## config.mk

```make
export PLATFORM = sky130hd
export DESIGN_NAME = mult_add_divider
export DESIGN_NICKNAME = d
export VERILOG_FILES = /design/src/rtl/mult_add_divider.sv
export SDC_FILE = /design/constraint.sdc
export NUM_CORES = 1
export LEC_CHECK = 0
export CORE_ASPECT_RATIO = 0.5
export CORE_MARGIN = 2
export CORE_UTILIZATION = 50
export DETAILED_ROUTE_END_ITERATION = 10
export GPL_TIMING_DRIVEN = 0
export PLACE_DENSITY_LB_ADDON = 0.12
export SLEW_MARGIN = 10
export SYNTH_ARGS = -nofsm -noshare
export SYNTH_HDL_FRONTEND = slang
export SYNTH_SLANG_ARGS = --single-unit
```

## constraint.sdc

```tcl
create_clock -name clk -period 6.3 [get_ports clk]
set_clock_uncertainty 0.2 [all_clocks]
set_input_delay 1.26 -clock clk [delete_from_list [all_inputs] [get_ports clk]]
set_output_delay 1.26 -clock clk [all_outputs]
set_load 0.01 [all_outputs]
```

## src/rtl/mult_add_divider.sv

```systemverilog
// Iterative signed divider: recovers q and r from p = q*b + r using radix-2
// restoring division, one quotient bit per cycle, with valid/ready on both sides.
module mult_add_divider #(
   parameter int PWIDTH = 33,
   parameter int BWIDTH = 16
) (
   input  logic              clk,
   input  logic              rst_n,
   input  logic              en,
   input  logic              in_valid,
   output logic              in_ready,
   input  logic [PWIDTH-1:0] p,
   input  logic [BWIDTH-1:0] b,
   output logic              out_valid,
   input  logic              out_ready,
   output logic [PWIDTH-1:0] q,
   output logic [BWIDTH-1:0] r,
   output logic              div_by_zero,
   output logic              overflow
);

   localparam int CW = $clog2(PWIDTH);

   typedef enum logic [2:0] {
      IDLE = 3'd0,
      PREP = 3'd1,
      CALC = 3'd2,
      FIX  = 3'd3,
      DONE = 3'd4
   } state_t;

   state_t              state_r;
   logic [PWIDTH-1:0]   p_cap_r;
   logic [BWIDTH-1:0]   b_cap_r;
   logic [PWIDTH-1:0]   mag_p_r;
   logic [BWIDTH-1:0]   mag_b_r;
   logic [BWIDTH:0]     rem_r;
   logic [CW-1:0]       cnt_r;
   logic                qsign_r;
   logic                rsign_r;
   logic                dbz_r;
   logic                ovf_r;
   logic                in_ready_r;
   logic                out_valid_r;
   logic [PWIDTH-1:0]   q_r;
   logic [BWIDTH-1:0]   r_r;
   logic                div_by_zero_r;
   logic                overflow_r;

   logic [BWIDTH+1:0]   diff_s;
   logic [BWIDTH:0]     restore_s;
   logic [PWIDTH-1:0]   neg_q_s;
   logic [BWIDTH-1:0]   neg_r_s;

   // Trial subtraction and sign-application datapath.
   // mag_p_r doubles as the quotient shift register: dividend bits leave at the top, quotient bits enter at the bottom.
   always_comb begin
      diff_s    = {rem_r, mag_p_r[PWIDTH-1]} - {2'b00, mag_b_r};
      restore_s = {rem_r[BWIDTH-1:0], mag_p_r[PWIDTH-1]};
      neg_q_s   = '0 - mag_p_r;
      neg_r_s   = '0 - rem_r[BWIDTH-1:0];
   end

   // Control FSM with all datapath and output registers.
   always_ff @(posedge clk or negedge rst_n) begin
      if (!rst_n) begin
         state_r       <= IDLE;
         p_cap_r       <= '0;
         b_cap_r       <= '0;
         mag_p_r       <= '0;
         mag_b_r       <= '0;
         rem_r         <= '0;
         cnt_r         <= '0;
         qsign_r       <= 1'b0;
         rsign_r       <= 1'b0;
         dbz_r         <= 1'b0;
         ovf_r         <= 1'b0;
         in_ready_r    <= 1'b1;
         out_valid_r   <= 1'b0;
         q_r           <= '0;
         r_r           <= '0;
         div_by_zero_r <= 1'b0;
         overflow_r    <= 1'b0;
      end else if (en) begin
         case (state_r)
            IDLE: begin
               if (in_valid) begin
                  p_cap_r    <= p;
                  b_cap_r    <= b;
                  in_ready_r <= 1'b0;
                  state_r    <= PREP;
               end
            end
            PREP: begin
               mag_p_r <= p_cap_r[PWIDTH-1] ? ('0 - p_cap_r) : p_cap_r;
               mag_b_r <= b_cap_r[BWIDTH-1] ? ('0 - b_cap_r) : b_cap_r;
               qsign_r <= p_cap_r[PWIDTH-1] ^ b_cap_r[BWIDTH-1];
               rsign_r <= p_cap_r[PWIDTH-1];
               dbz_r   <= (b_cap_r == '0);
               ovf_r   <= (p_cap_r == {1'b1, {(PWIDTH-1){1'b0}}}) && (b_cap_r == '1);
               rem_r   <= '0;
               cnt_r   <= CW'(PWIDTH - 1);
               state_r <= CALC;
            end
            CALC: begin
               if (!diff_s[BWIDTH+1]) begin
                  rem_r   <= diff_s[BWIDTH:0];
                  mag_p_r <= {mag_p_r[PWIDTH-2:0], 1'b1};
               end else begin
                  rem_r   <= restore_s;
                  mag_p_r <= {mag_p_r[PWIDTH-2:0], 1'b0};
               end
               if (cnt_r == '0) begin
                  state_r <= FIX;
               end else begin
                  cnt_r <= cnt_r - CW'(1);
               end
            end
            FIX: begin
               if (dbz_r) begin
                  q_r <= '1;
                  r_r <= '0;
               end else if (ovf_r) begin
                  q_r <= {1'b1, {(PWIDTH-1){1'b0}}};
                  r_r <= '0;
               end else begin
                  q_r <= qsign_r ? neg_q_s : mag_p_r;
                  r_r <= rsign_r ? neg_r_s : rem_r[BWIDTH-1:0];
               end
               div_by_zero_r <= dbz_r;
               overflow_r    <= ovf_r;
               out_valid_r   <= 1'b1;
               state_r       <= DONE;
            end
            DONE: begin
               if (out_ready) begin
                  out_valid_r <= 1'b0;
                  in_ready_r  <= 1'b1;
                  state_r     <= IDLE;
               end
            end
            default: begin
               out_valid_r <= 1'b0;
               in_ready_r  <= 1'b1;
               state_r     <= IDLE;
            end
         endcase
      end
   end

   assign in_ready    = in_ready_r;
   assign out_valid   = out_valid_r;
   assign q           = q_r;
   assign r           = r_r;
   assign div_by_zero = div_by_zero_r;
   assign overflow    = overflow_r;

endmodule

```

==> results.yml <==
outcome:
  status: "finished, final reports clean"
logic_synthesis:
  syn-instance-count: 1049
  synth_top_cell_area_share_pct: 44.75
  synthArstFlopShare_pct: 100.0
  syn_nets: 1127
  synth_warnings: 0
  ys_top_cells_by_area: "dfrtp_1 45%, mux2_2 5.7%, o21ai_0 5.3%"
  synth_edf_count: 0
  seq_area_frac_synth_pct: 45.01
  synth_flop_cell: "dfrtp_1"
  syn_area_um2: 10060
  ys_seq_elements: 181
  synth_cell_type_count: 64
  syn_area_per_cell_um2: 9.595
  synth_area_leader_cell: "dfrtp_1"
grt:
  antenna_found_initial: 0
  grt_usage_pct: 26.25
  grt_pass1_wl_um: 43990
  grt_pass1_vias: 8310
  grt_max_degree: 96
  grt_remaining_overflow: 0
setup_path:
  endpoint_kind: "register"
  max_stage_delay_ns: 0.69
  crit_path_cell_trace: "clkbuf_1 -> nor2b_1 -> and2_1 -> clkbuf_1 -> nand2_1 -> or4_1 -> o21ai_0"
  critPathBufInv: 2
  cp.arrival_ns: 3.64
  required_ns: 6.47
  cpMaxStageDelayCell: "or4_1"
  crit_top_cell: "clkbuf_1"
  cp-start-kind: "primary input"
  cp_max_fo: 10
  cp_top_family: "simple AND/OR/NAND/NOR gates"
  criticalPathCategory: "primary input to register"
place:
  gp_congestion: 0.9144
  place_ws_ns: 2.380
  hpwl_um: 19860
  post_dp_cell_area_um2: 11480
  dp_cells: 1421
  io_buffers: 105
floorplan:
  dieArea_um2: 21350
  die_y_um: 104.3
  start_util_pct: 51.37
  core_area_um2: 19590
  pin_count: 107
  die_w_um: 204.6
  rows: 36
clock_tree:
  htree_levels: 4
  holdBufCountCts: 0
  cts.sinks: 181
  cts_buffers: 17
  clock_latency_ns: 0.45
  clkTransAtPathRegs_ns: 0.07
  clk_path_buf_depth: 2
  cts_tree: "done"
  postCtsSetupBuffers: 0
  root_buffer: "clkbuf_16"
  ctsResizeCount: 0
final_layout:
  design_area_um2: 12080
  layout.nets: 1252
  n_antenna_cell: 0
  drive_above_1_share_pct: 8.509
  area_growth_pct: 19.99
  stdcell_count: 1453
routing:
  first_pass_iters: 5
  wire_per_inst_um: 18.29
  vias: 8429
  drc: 0
  wl_um: 26580
  vias_per_cell: 5.801
  antenna_left: 0
  drt_iter0_markers: 555
min_path:
  hp-class: "register to register"
timing:
  drv_slew: 0
  fin_ws_ns: 2.826
  rsz0062_at_grt: "no"
  finalCriticalPeriod_ns: 3.474
  hold_viol_final: 0
  fmaxAchievable_mhz: 287.8
  relSlewSlack_pct: 46.05
  setup_viol: 0
  final.setup.tns_ns: 0
  tightest_slew_ns: 0.8092
  fin_crit_sh_pct: 55.15
pwr:
  p_leak_nw: 5.042
  p_total_mw: 7.112
  p_per_area_nw_per_um2: 588.9
  peakVddDrop_v: 0.0001978
run:
  drv_cap: 0
cells by family after synthesis:
family                     count (synthesis)  synth area share (%)
AOI/OAI and AO/OA                        272                 17.59
xor gates and xnor gates                 108                 9.398
adders and majority gates                 24                 3.058
buffers and inverters                     95                 3.568
DFF                                      181                 45.01
muxes                                     59                 6.502
and+or+nand+nor                          310                 14.87
report_power, final:
group	internal, mW	switching (mW)	leakage, nW
clock network	0.616	0.482	0.278
logic	1.66	2.08	2.51
registers	1.70	0.584	2.25
cell usage in the layout, fill, tap and decap left out, drive strengths merged, types with 4 or more instances in the layout:
cell type      instances
nand3                 31
buf                   14
o211ai                11
o311ai                10
or3                   12
o22ai                  5
o21ai                108
a21oi                 44
xor2                  55
a21o                   7
nor3                   8
clkdlybuf4s50        104
and3                   4
clkbuf                70
xnor2                 53
a31oi                  4
ha                    23
o41ai                 11
mux2                  51
nand2                141
nor4                   5
nand2b                 8
clkinvlp               5
or4                   17
a221o                 22
inv                   35
nand4                  9
dfrtp                180
or2                    6
nor2                  53
mux2i                  8
nand3b                 4
a211oi                 4
o31ai                 29
cells in the mapped netlist (10+ instances only):
cell	count
clkbuf_1	49
xor2_1	55
inv_1	34
o211ai_1	11
ha_1	23
xnor2_1	53
o41ai_1	10
nand2_1	141
mux2_2	51
nor2_1	53
or3_1	11
o31ai_1	28
o21ai_0	107
nand3_1	31
a221o_1	22
or4_1	16
a21oi_1	44
dfrtp_1	180
o311ai_0	10
buf_1	10
flip-flops by register name, indices dropped and copies added, names as in the netlist:
name	cells
q	33
cnt_r	6
rem_r	17
qsign_r	1
div_by_zero	1
p_cap_r	33
state_r	3
in_ready	1
out_valid	1
ovf_r	1
mag_b_r	16
dbz_r	1
mag_p_r	33
r	16
overflow	1
b_cap_r	16
rsign_r	1
per-stage QoR:
step | hold WS (ns) | util, %
final | 0.2773 | 61.63
after global routing | 0.3084 | 61.63
after CTS | 0.2852 | 61.63
after detailed placement | 0.2701 | 58.60
after global placement | 0.2675 | 58.43
after floorplan | 0.2498 | -
metal layers:
layer / wire (um) / part of all wire, % / vias to the layer above / GRT usage [%]
met5: 0 / 0 / - / 0
li1: - / - / 4003 / -
met2: 12430 / 47 / 215 / 41.55
met3: 1252 / 4.7 / 30 / 4.449
met1: 12500 / 47 / 4181 / 37.24
met4: 395 / 1.5 / 0 / 6.988
area by class of cell:
cell class,instances,area [um^2]
multi-input cells,773,5175
plain buffers,61,231.5
clock inverters,11,125.1
inverters,34,127.6
clock buffers,21,470.5
flip-flops and latches,181,4531
fillers,1706,7517
well taps,266,332.8
repair buffers,106,1084
worst reg2reg max path: stages, from the launching register on:
cell	delay, ns
dfrtp_1	0.48
ha_1	0.42
nand2_1	0.13
nor2_1	0.23
a21boi_0	0.52
o2111ai_1	0.23
nand3_1	0.16
clkbuf_1	0.38
buf_2	0.30
nand3_1	0.10
o311ai_0	0.14
worst paths after layout:
path	depth (start not counted)	endpoint	slack (ns)	start
max	7	dbz_r$_DFFE_PN0P_	2.83	en
min	2	r[14]$_DFFE_PN0P_	0.28	r[14]$_DFFE_PN0P_
max reg2reg	10	rem_r[11]$_DFFE_PN0P_	2.89	rem_r[6]$_DFFE_PN0P_
min reg2reg	2	r[14]$_DFFE_PN0P_	0.28	r[14]$_DFFE_PN0P_
max in group asynchronous	2	in_ready$_DFFE_PN1P_	4.42	rst_n
min in group asynchronous	1	b_cap_r[10]$_DFFE_PN0P_	0.58	rst_n
Power figures use the tool's default switching activity.
